**src/rtl/fifo_tx.sv**
```systemverilog
// fifo_tx: drains a first-word-fall-through FIFO onto a serial line.
// Frame on tx: start bit (0), WIDTH data bits LSB first, optional even parity bit,
// stop bit (1). Every symbol lasts DIV clocks; back-to-back words leave no idle gap.
// Build option: define FIFO_TX_PARITY_EN to insert the even-parity bit before STOP.
module fifo_tx #(
    parameter int WIDTH = 5,
    parameter int DIV   = 4
) (
    input  logic             CLK,
    input  logic             RESET,
    input  logic [WIDTH-1:0] rdata,
    input  logic             empty,
    output logic             ren,
    output logic             tx,
    output logic             busy,
    output logic [7:0]       frames
);

    localparam int CW = (DIV > 1) ? $clog2(DIV) : 1;
    localparam int IW = (WIDTH > 1) ? $clog2(WIDTH) : 1;
    localparam logic [CW-1:0] CNT_LAST = CW'(DIV - 1);
    localparam logic [IW-1:0] IDX_LAST = IW'(WIDTH - 1);

    typedef enum logic [2:0] {
        IDLE,
        START,
        DATA,
`ifdef FIFO_TX_PARITY_EN
        PARITY,
`endif
        STOP
    } state_t;

    state_t           state, state_nx;
    logic [CW-1:0]    cnt, cnt_nx;
    logic [IW-1:0]    idx, idx_nx;
    logic [WIDTH-1:0] shreg, shreg_nx;
    logic             tx_nx;
    logic             frame_done;
    logic             cnt_last;
`ifdef FIFO_TX_PARITY_EN
    logic             par_q;
`endif

    assign cnt_last = (cnt == CNT_LAST);
    assign busy     = (state != IDLE);

    // Next-state, bit timing, shift-register and pop-strobe decode.
    always_comb begin
        // NOTE: every output of this block gets a default first so no path can infer a latch.
        state_nx   = state;
        cnt_nx     = cnt;
        idx_nx     = idx;
        shreg_nx   = shreg;
        frame_done = 1'b0;
        // The pop is gated by RESET so the FIFO is never drained while the block is held.
        ren = ~RESET & ~empty & ((state == IDLE) | ((state == STOP) & cnt_last));

        if (state != IDLE) begin
            cnt_nx = cnt_last ? '0 : cnt + CW'(1);
        end

        case (state)
            IDLE: begin
                state_nx = IDLE;
            end
            START: begin
                if (cnt_last) begin
                    state_nx = DATA;
                    idx_nx   = '0;
                end
            end
            DATA: begin
                if (cnt_last) begin
                    shreg_nx = shreg >> 1;
                    if (idx == IDX_LAST) begin
`ifdef FIFO_TX_PARITY_EN
                        state_nx = PARITY;
`else
                        state_nx = STOP;
`endif
                    end else begin
                        idx_nx = idx + IW'(1);
                    end
                end
            end
`ifdef FIFO_TX_PARITY_EN
            PARITY: begin
                if (cnt_last) state_nx = STOP;
            end
`endif
            STOP: begin
                if (cnt_last) begin
                    frame_done = 1'b1;
                    state_nx   = IDLE;
                end
            end
            default: begin
                state_nx = IDLE;
            end
        endcase

        // A pop always starts a fresh frame, whether from IDLE or straight out of STOP.
        if (ren) begin
            state_nx = START;
            cnt_nx   = '0;
            idx_nx   = '0;
            shreg_nx = rdata;
        end
    end

    // Line level for the coming cycle, registered below so tx never glitches.
    always_comb begin
        case (state_nx)
            START:   tx_nx = 1'b0;
            DATA:    tx_nx = shreg_nx[0];
`ifdef FIFO_TX_PARITY_EN
            PARITY:  tx_nx = par_q;
`endif
            default: tx_nx = 1'b1;
        endcase
    end

    // State, datapath and frame counter registers.
    always_ff @(posedge CLK or posedge RESET) begin
        if (RESET) begin
            state  <= IDLE;
            cnt    <= '0;
            idx    <= '0;
            // NOTE: the shift register is reset too, so a released block never replays stale data.
            shreg  <= '0;
            tx     <= 1'b1;
            frames <= 8'd0;
        end else begin
            // NOTE: non-blocking assignments so every register samples the pre-edge values.
            state  <= state_nx;
            cnt    <= cnt_nx;
            idx    <= idx_nx;
            shreg  <= shreg_nx;
            tx     <= tx_nx;
            if (frame_done) frames <= frames + 8'd1;
        end
    end

`ifdef FIFO_TX_PARITY_EN
    // Even parity of the whole word, taken once at capture.
    always_ff @(posedge CLK or posedge RESET) begin
        if (RESET) begin
            par_q <= 1'b0;
        end else if (ren) begin
            par_q <= ^rdata;
        end
    end
`endif

endmodule

```
**config.mk**
```make
export PLATFORM = sky130hd
export DESIGN_NAME = fifo_tx
export DESIGN_NICKNAME = d
export VERILOG_FILES = /design/src/rtl/fifo_tx.sv
export SDC_FILE = /design/constraint.sdc
export NUM_CORES = 1
export LEC_CHECK = 0
export CAP_MARGIN = 15
export CORE_UTILIZATION = 40
export CTS_BUF_LIST = sky130_fd_sc_hd__clkbuf_4 sky130_fd_sc_hd__clkbuf_8 sky130_fd_sc_hd__clkbuf_16
export CTS_CLUSTER_SIZE = 10
export DETAILED_ROUTE_END_ITERATION = 12
export GPL_TIMING_DRIVEN = 0
export HOLD_SLACK_MARGIN = 0.12
export PLACE_DENSITY = 0.65
export SLEW_MARGIN = 5
export SYNTH_ARGS = -nofsm -noshare
export SYNTH_HDL_FRONTEND = slang
export SYNTH_SLANG_ARGS = --single-unit
```
**constraint.sdc**
```tcl
create_clock -name CLK -period 1.6 [get_ports CLK]
set_input_delay 0.16 -clock CLK [delete_from_list [all_inputs] [get_ports CLK]]
set_output_delay 0.16 -clock CLK [all_outputs]
set_load 0.05 [all_outputs]
```
# Word level (Yosys, flattened, before mapping)
# Cells that the tools add are included.
word_totals:
  output_inout_bits: 11
  ff_bits: 22
  elab_cells: 54
classes:
  n_addsub: 3
  eq_ne: 10
  bitwise_logic: 6
  mux: 20
  n_reduce_logical: 8
op_table:
  columns: ["op", "count"]
  rows:
  - ["$mux 3", 9]
  - ["$mux 5", 3]
  - ["$eq 3x2->1 const B", 3]
  - ["$ne 3x3->1 const B", 3]
  - ["$pmux 3 s3", 1]
  - ["$add 8x1->8 const B", 1]
  - ["$eq 3x1->1 const B", 2]
  - ["$mux 2", 3]
  - ["$pmux 3 s2", 1]
  - ["$reduce_bool 2->1", 3]
  - ["$reduce_bool 3->1", 2]
  - ["$reduce_and 4->1", 1]
  - ["$add 3x1->3 const B", 1]
  - ["$and 1x1->1", 3]
  - ["$eq 3x3->1 const B", 1]
  - ["$logic_not 3->1", 1]
  - ["$add 2x1->2 const B", 1]
  - ["$eq 2x2->1 const B", 1]
  - ["$mux 1", 2]
  - ["$not 1->1", 2]
  - ["$pmux 1 s2", 1]
  - ["$reduce_and 2->1", 1]
  - ["$or 1x1->1", 1]

# Longest topological paths before layout
# Gate-level depths: netlist of the first run.
logic_depth:
  depth_word: 7
  ltp_mapped: 7
  depth_no_buf: 6

# Least setup slack after synthesis of the first run
# Ideal clock, no wire load.
synth_path:
  kind: "reg-to-reg"
  start: "reg cnt[0]"
  end: "reg shreg[1]"
  arrival_time_ps: 1638
  period_less_slack_ps: 1756
  t_required_ps: 1482
  path_slack_ps: -156
  n_path_buf: 2
  stages_incl_launch_ff: 8
  path_cell_list: "dfrtp_1 ha_1 clkbuf_2 nand3_2 a2111oi_4 buf_6 nor2_1 a21o_1"
synth_via:
  elab_chain_cells: 6
  elab_cells_between_ends: 8
  cone_classes: "eq/ne: 1; mux: 1; bitwise: 3; reduce/logical: 3"
synth_lines:
  columns: ["element", "line", "source"]
  rows:
  - ["start, declared", "35", "logic [CW-1:0] cnt, cnt_nx;"]
  - ["start signal, assigned", "137", "cnt <= cnt_nx;"]
  - ["$eq 2x2->1 *", "45", "assign cnt_last = (cnt == CNT_LAST);"]
  - ["$and 1x1->1 *", "57", "ren = ~RESET & ~empty & ((state == IDLE) | ((state == STOP) & cnt_last));"]
  - ["$or 1x1->1 *", "57", null]
  - ["$and 1x1->1 *", "57", null]
  - ["via ren", "13", "output logic ren,"]
  - ["$reduce_bool 2->1 (no line)", null, null]
  - ["$reduce_and 2->1 (no line)", null, null]
  - ["end signal, assigned", "139", "shreg <= shreg_nx;"]
  - ["end, declared", "37", "logic [WIDTH-1:0] shreg, shreg_nx;"]
# The timed path passes the listed nets; every way through them passes the cells marked *.
# A chain may end at the register's enable or synchronous reset.

# Final worst setup path of the first run
layout_path:
  start: "reg state[0]"
  end: "out ren"
layout_via:
  elab_chain_cells: 4
  elab_cells_between_ends: 5
  cone_classes: "eq/ne: 1; bitwise: 3; reduce/logical: 1"
layout_lines:
  columns: ["element", "line", "source"]
  rows:
  - ["start, declared", "34", "state_t state, state_nx;"]
  - ["start signal, assigned", "136", "state <= state_nx;"]
  - ["$eq 3x2->1", "57", null]
  - ["$and 1x1->1", "57", null]
  - ["$or 1x1->1 *", "57", null]
  - ["$and 1x1->1 *", "57", null]
  - ["end, declared", "13", null]
# Mark *: on every way between the ends. The rest lies on a longest branch, timed or not.

==> results.json, run 1 <==
{
  "status": "finished, violations left",
  "violations": "setup timing",
  "setup_slack_ns": -0.261,
  "final-hold-violation-count": 0,
  "clock_skew_ns": 0.0101,
  "fin_util": 0.597,
  "antennaDiodeCount": 0,
  "ys_warn_count": 0,
  "synth_fp_nets": 114,
  "synth_top_area_share": 0.458,
  "portBuffers": 18,
  "period_share": 1.16,
  "drcViolationCount": 0,
  "start_util": 0.420,
  "antenna_found_initial": 0,
  "p_per_area_nw_per_um2": 1010,
  "h-tree-depth": 1,
  "seq_power_share": 0.428,
  "fin_total_pwr_mw": 1.64,
  "die_h_um": 55.6,
  "worst-setup-path-type": "register to output port",
  "ys_async_sr_fraction": 1.00,
  "grt_setup_unrepaired": "yes",
  "crit_path_start_kind": "register",
  "cp-end-kind": "output port",
  "leakagePower_nw": 0.785,
  "final_cell_mix": "dfrtp_1 (20), buf_4 (12), dlygate4sd2_1 (9), buf_6 (8), clkdlybuf4s50_1 (7)",
  "synth_area_um2": 1150,
  "relSlewSlack": 0.438,
  "routabilityCongestion": 0.800,
  "cp_max_fo": 2,
  "setup_viol_count_final": 16,
  "hold_class": "input pin to register",
  "wl_per_cell_um": 13.9,
  "cts_tree": "built",
  "synth_top_area_cell": "dfrtp_1",
  "fin_nets": 153,
  "postRouteAntennaNets": 0,
  "sw_frac_of_total": 0.316,
  "die_w_um": 55.6,
  "grt-ovfl-total": 0,
  "place_hpwl_um": 1460,
  "final_common_cell": "dfrtp_1",
  "power_frac_clock": 0.187,
  "worstMarginPinSlew_ns": 0.842,
  "cts.reportedPaths.clkPinSlew_ns": 0.13,
  "vias": 867,
  "grt_pass1_wl_um": 3910,
  "arrival_ns": 1.70,
  "routed_wl_um": 2370,
  "place_inst": 151,
  "peakVddDrop_mv": 1.03,
  "p_int_mw": 1.12,
  "syn_avg_cell_area_um2": 11.3,
  "area_growth_syn_to_layout_pct": 42.0,
  "worst_hold_slack_ns": 0.399,
  "dieArea_um2": 3090,
  "clock_latency_ns": 0.31,
  "numCtsBuffers": 3,
  "cp_data_required_time_ns": 1.44,
  "ys.flop_type": "dfrtp_1",
  "finalNonFillerCells": 171,
  "clockRootBuffer": "clkbuf_4",
  "p_comb_frac": 0.385,
  "cts_max_path_buffers": 2,
  "period_needed_ns": 1.86,
  "fp.coreArea_um2": 2730,
  "grt_max_degree": 23,
  "p_switching_mw": 0.520,
  "drive_gt1_frac": 0.350,
  "syn_inst": 102,
  "row_count": 19,
  "synth_seq_cells": 22,
  "report.final.slew_viol_count": 0,
  "vias_per_cell": 5.07,
  "drtIter0Drc": 20,
  "filler_cell_count": 241,
  "first_global_vias": 870,
  "maxCapViolations": 0,
  "cts_sinks": 22,
  "synth_area_leaders": "dfrtp_1 (46%), ha_1 (4.4%), xnor2_1 (3.8%), a22o_1 (3.1%), nor2_1 (2.6%)",
  "ys_seq_area_frac": 0.480,
  "synth-edff-count": 0,
  "synth.distinct_cells": 43,
  "drt_pass1_iterations": 4,
  "grt.total_usage": 0.166,
  "io_pins": 19,
  "max_freq_ghz": 0.537
}
## what timing repair did
item                       4_1_cts  5_1_grt
hold endpoints to repair         0        0
setup endpoints to repair       23       19
pin swaps                        5       10
buffers inserted                10        9
resized for setup               34       14
hold buffers                     0        0
## critical path, stage by stage, from the launching register on
cell and delay [ns]:
dfrtp_1 0.41, or2_4 0.27, a2111oi_4 0.40, buf_6 0.17, buf_8 0.14
## kinds of logic (layout without fill, tap and decap cells)
| group | count (synthesis) | in the layout | synth area share |
|---|---|---|---|
| and+or+nand+nor | 35 | 35 | 0.192 |
| DFF | 22 | 22 | 0.480 |
| xor gates and xnor gates | 7 | 7 | 0.0534 |
| adders and majority gates | 4 | 4 | 0.0436 |
| muxes | 4 | 4 | 0.0403 |
| buffers and inverters | 11 | 49 | 0.0490 |
| other | 1 | 1 | 0.00326 |
| AOI/OAI and AO/OA | 18 | 18 | 0.138 |
## routing by layer
metal,track usage,up-vias,wire length [um]
li1,-,431,-
met1,0.213,411,1090
met2,0.263,19,1150
met3,0.0442,6,78
met4,0.0786,0,57
met5,0,-,0
## state kept, by name, summed over array words and instances, names as in the netlist
signal / count
tx: 1
frames: 8
shreg: 5
idx: 3
state: 3
cnt: 2
## Yosys cell counts, types with 2 or more instances
| library cell | n |
|---|---|
| mux2i_1 | 2 |
| inv_1 | 6 |
| nor2_1 | 8 |
| xnor2_1 | 5 |
| xor2_1 | 2 |
| nand2b_1 | 2 |
| a21oi_1 | 2 |
| clkbuf_2 | 2 |
| dfrtp_1 | 21 |
| ha_1 | 4 |
| nand3_1 | 3 |
| nand3b_1 | 2 |
| nor2b_1 | 2 |
| a21o_1 | 3 |
| o21ai_0 | 2 |
| nor3b_1 | 2 |
| nand4_1 | 2 |
| a22o_1 | 4 |
| nand2_1 | 4 |
## power by group through the flow
stage | registers [mW] | logic, mW | clock network (mW)
2_1_floorplan | 0.727 | 0.281 | 0
3_3_place_gp | 0.704 | 0.395 | 0
3_5_place_dp | 0.707 | 0.411 | 0
4_1_cts | 0.690 | 0.521 | 0.313
5_1_grt | 0.715 | 0.685 | 0.336
6_report | 0.703 | 0.633 | 0.307
## stage by stage
stage	TNS [ns]	setup WS, ns	cell area (um^2)
floorplan	-0.283	-0.0639	1180
global placement	-2.00	-0.758	1400
detailed placement	-2.27	-0.764	1400
CTS	-3.08	-0.336	1550
global route	-3.05	-0.324	1630
finish	-1.93	-0.261	1630
## final timing paths
| path | cells after the start | slack, ns | endpoint | start |
|---|---|---|---|---|
| setup reg to reg | 6 | -0.18 | tx | cnt[1] |
| max in group asynchronous | 2 | 0.61 | state[1] | RESET |
| setup / recovery | 4 | -0.26 | ren | state[0] |
| hold / removal | 3 | 0.40 | shreg[4] | rdata[4] |
| min in group asynchronous | 2 | 0.42 | cnt[1] | RESET |
| hold reg to reg | 1 | 0.48 | frames[7] | frames[7] |
## area by class of cell
| class | count | area (um^2) | area share |
|---|---|---|---|
| Multi-Input combinational cell | 69 | 618 | 0.379 |
| Sequential cell | 22 | 553 | 0.339 |
| Timing Repair Buffer | 35 | 325 | 0.199 |
| Tap cell | 31 | 38.8 | 0.0238 |
| Buffer | 4 | 37.5 | 0.0230 |
| Clock buffer | 4 | 36.3 | 0.0222 |
| Inverter | 6 | 22.5 | 0.0138 |
(Power assumes the default switching activity.)
==> run 2, diff against run 1 <==
- CORE_MARGIN: default -> 4
- CORE_UTILIZATION: 40 -> 51
- PLACE_DENSITY: 0.65 -> 0.77
- clock period: 1.6 -> 2.1 ns (I/O delays scaled with it)
==> run 2 against run 1 <==
The flow now finishes without violations. Design area shrank 9.4%. Non-clock buffer count shrank 10. Sequential power shrank 24%. Combinational power shrank 42%. First-iteration DRC count shrank 35%. Worst setup slack gained 0.32 ns. Final cell count shrank 8.2%. Via count shrank 2.0%. Global-route usage shrank 1.2 points. Die area shrank 0.47%. Sequential share of layout area grew 3.4 points. Power shrank 26%. Highest routed layer unchanged.
==> results.json, run 2 (synthesized netlist as in run 1, its figures left out) <==
{
  "drcViolationCount": 0,
  "grt.total_usage": 0.155,
  "antenna_found_initial": 0,
  "cts_tree": "built",
  "cts.reportedPaths.clkPinSlew_ns": 0.12,
  "relSlewSlack": 0.442,
  "p_comb_frac": 0.299,
  "largest-register": "frames",
  "routabilityCongestion": 0.776,
  "io_pins": 19,
  "fin_total_pwr_mw": 1.22,
  "worst-setup-path-type": "register to output port",
  "max_freq_ghz": 0.489,
  "place_inst": 147,
  "setup_viol_count_final": 0,
  "wl_per_cell_um": 14.3,
  "status": "completed",
  "grt_pass1_wl_um": 3880,
  "slowest_stage": "a2111oi_4",
  "antennaDiodeCount": 0,
  "max_stage_delay_ns": 0.43,
  "sw_frac_of_total": 0.287,
  "arrival_ns": 1.84,
  "holdBufCountCts": 0,
  "row_count": 16,
  "maxCapViolations": 0,
  "die_w_um": 55.5,
  "p_switching_mw": 0.350,
  "clock_skew_ns": 0.00368,
  "numCtsBuffers": 3,
  "cp-end-kind": "output port",
  "final-hold-violation-count": 0,
  "place_hpwl_um": 1590,
  "p_per_area_nw_per_um2": 824,
  "grt_max_degree": 23,
  "drtIter0Drc": 13,
  "die_h_um": 55.5,
  "vias_per_cell": 5.41,
  "cpLargestDelayFamily": "compound AO/OA/AOI/OAI gates",
  "first_global_vias": 858,
  "p_int_mw": 0.868,
  "cts_max_path_buffers": 2,
  "fp.coreArea_um2": 2040,
  "filler_cell_count": 174,
  "finalNonFillerCells": 157,
  "dieArea_um2": 3080,
  "fin_nets": 143,
  "clock_latency_ns": 0.30,
  "path_buf_inv": 3,
  "seq_power_share": 0.436,
  "routed_wl_um": 2250,
  "period_share": 0.974,
  "start_util": 0.563,
  "clockRootBuffer": "clkbuf_4",
  "cp_max_fo": 4,
  "area_growth_syn_to_layout_pct": 28.8,
  "power_frac_clock": 0.265,
  "crit_path_frequent_cell": "buf_8",
  "grt-ovfl-total": 0,
  "period_needed_ns": 2.05,
  "cp_data_required_time_ns": 1.89,
  "worstMarginPinSlew_ns": 0.836,
  "h-tree-depth": 1,
  "peakVddDrop_mv": 0.706,
  "crit_path_start_kind": "register",
  "vias": 850,
  "drt_pass1_iterations": 4,
  "largestRegisters": "frames (8), shreg (5)",
  "drive_gt1_frac": 0.223,
  "report.final.slew_viol_count": 0,
  "hold_class": "input pin to register",
  "final_cell_mix": "dfrtp_1 (21), clkdlybuf4s50_1 (16), buf_4 (7), nor2_1 (7), inv_1 (6)",
  "postRouteAntennaNets": 0,
  "final_common_cell": "dfrtp_1",
  "path_cells": "ha_2 > buf_8 > nand3_2 > a2111oi_4 > buf_6 > buf_8",
  "portBuffers": 18,
  "leakagePower_nw": 0.682,
  "cts_sinks": 22,
  "largest_reg_flops": 8
}
-- run 2: cell count changes in the layout (fill, tap and decap cells not counted), moves of 2 or more --
| cell | change |
|---|---|
| buf_4 | -5 |
| buf_6 | -7 |
| clkbuf_8 | -2 |
| clkdlybuf4s50_1 | +9 |
| dlygate4sd2_1 | -8 |
| nand3_1 | +2 |
| nor2_4 | -2 |
-- run 2: power by group through the flow --
stage          Clock [mW]  Sequential [mW]  Combinational, mW
2_1_floorplan           0            0.553              0.196
3_3_place_gp            0            0.535              0.283
3_5_place_dp            0            0.539              0.294
4_1_cts             0.328            0.531              0.311
5_1_grt             0.345            0.539              0.398
6_report            0.323            0.531              0.364
-- run 2: what timing repair did --
action | 4_1_cts | 5_1_grt
gates resized for setup | 11 | 3
setup buffers | 0 | 6
pin swaps | 1 | 2
setup endpoints to repair | 2 | 2
-- run 2: final timing paths --
kind	start	end	slack, ns	depth (start not counted)
worst max-delay path	cnt[0]	ren	0.05	6
worst min-delay path	rdata[0]	shreg[0]	0.45	3
worst max register to register	cnt[0]	tx	0.18	7
worst min register to register	shreg[1]	shreg[1]	0.50	1
max in group asynchronous	RESET	state[2]	1.11	2
min in group asynchronous	RESET	frames[6]	0.48	2
-- run 2: worst register-to-register path: stages (launching register included) --
cell and delay, ns:
dfrtp_1 0.43, ha_2 0.19, buf_8 0.12, buf_4 0.15
nor2b_1 0.14, and3b_1 0.18, or3_4 0.37, mux2_4 0.30
-- run 2: area by class of cell --
| class | count | area, um^2 | share of cell area |
|---|---|---|---|
| Buffer | 5 | 43.8 | 0.0296 |
| Clock buffer | 3 | 22.5 | 0.0152 |
| Clock inverter | 1 | 30.0 | 0.0203 |
| Inverter | 6 | 22.5 | 0.0152 |
| Multi-Input combinational cell | 69 | 546 | 0.369 |
| Sequential cell | 22 | 552 | 0.373 |
| Tap cell | 27 | 33.8 | 0.0228 |
| Timing Repair Buffer | 24 | 229 | 0.155 |
-- run 2: stage by stage --
stage          TNS [ns]  hold slack [ns]  worst slack [ns]  cell area (um^2)   util
2_1_floorplan         0            0.198             0.344              1150      -
3_3_place_gp     -0.373            0.460            -0.373              1360  0.667
3_5_place_dp     -0.416            0.473            -0.416              1360  0.667
4_1_cts         -0.0102            0.456           -0.0102              1430  0.699
5_1_grt        -0.00727            0.447          -0.00727              1480  0.724
6_report              0            0.451            0.0548              1480  0.724
-- run 2: layer usage --
metal  track usage  routed length (um)  vias to the layer above  part of all wire
met5             0                   0                        -                 0
met4        0.0417                  12                        0            0.0053
met3        0.0350                  98                        2             0.044
met2         0.274                1150                       14              0.51
met1         0.187                 990                      422              0.44
li1              -                   -                      412                 -
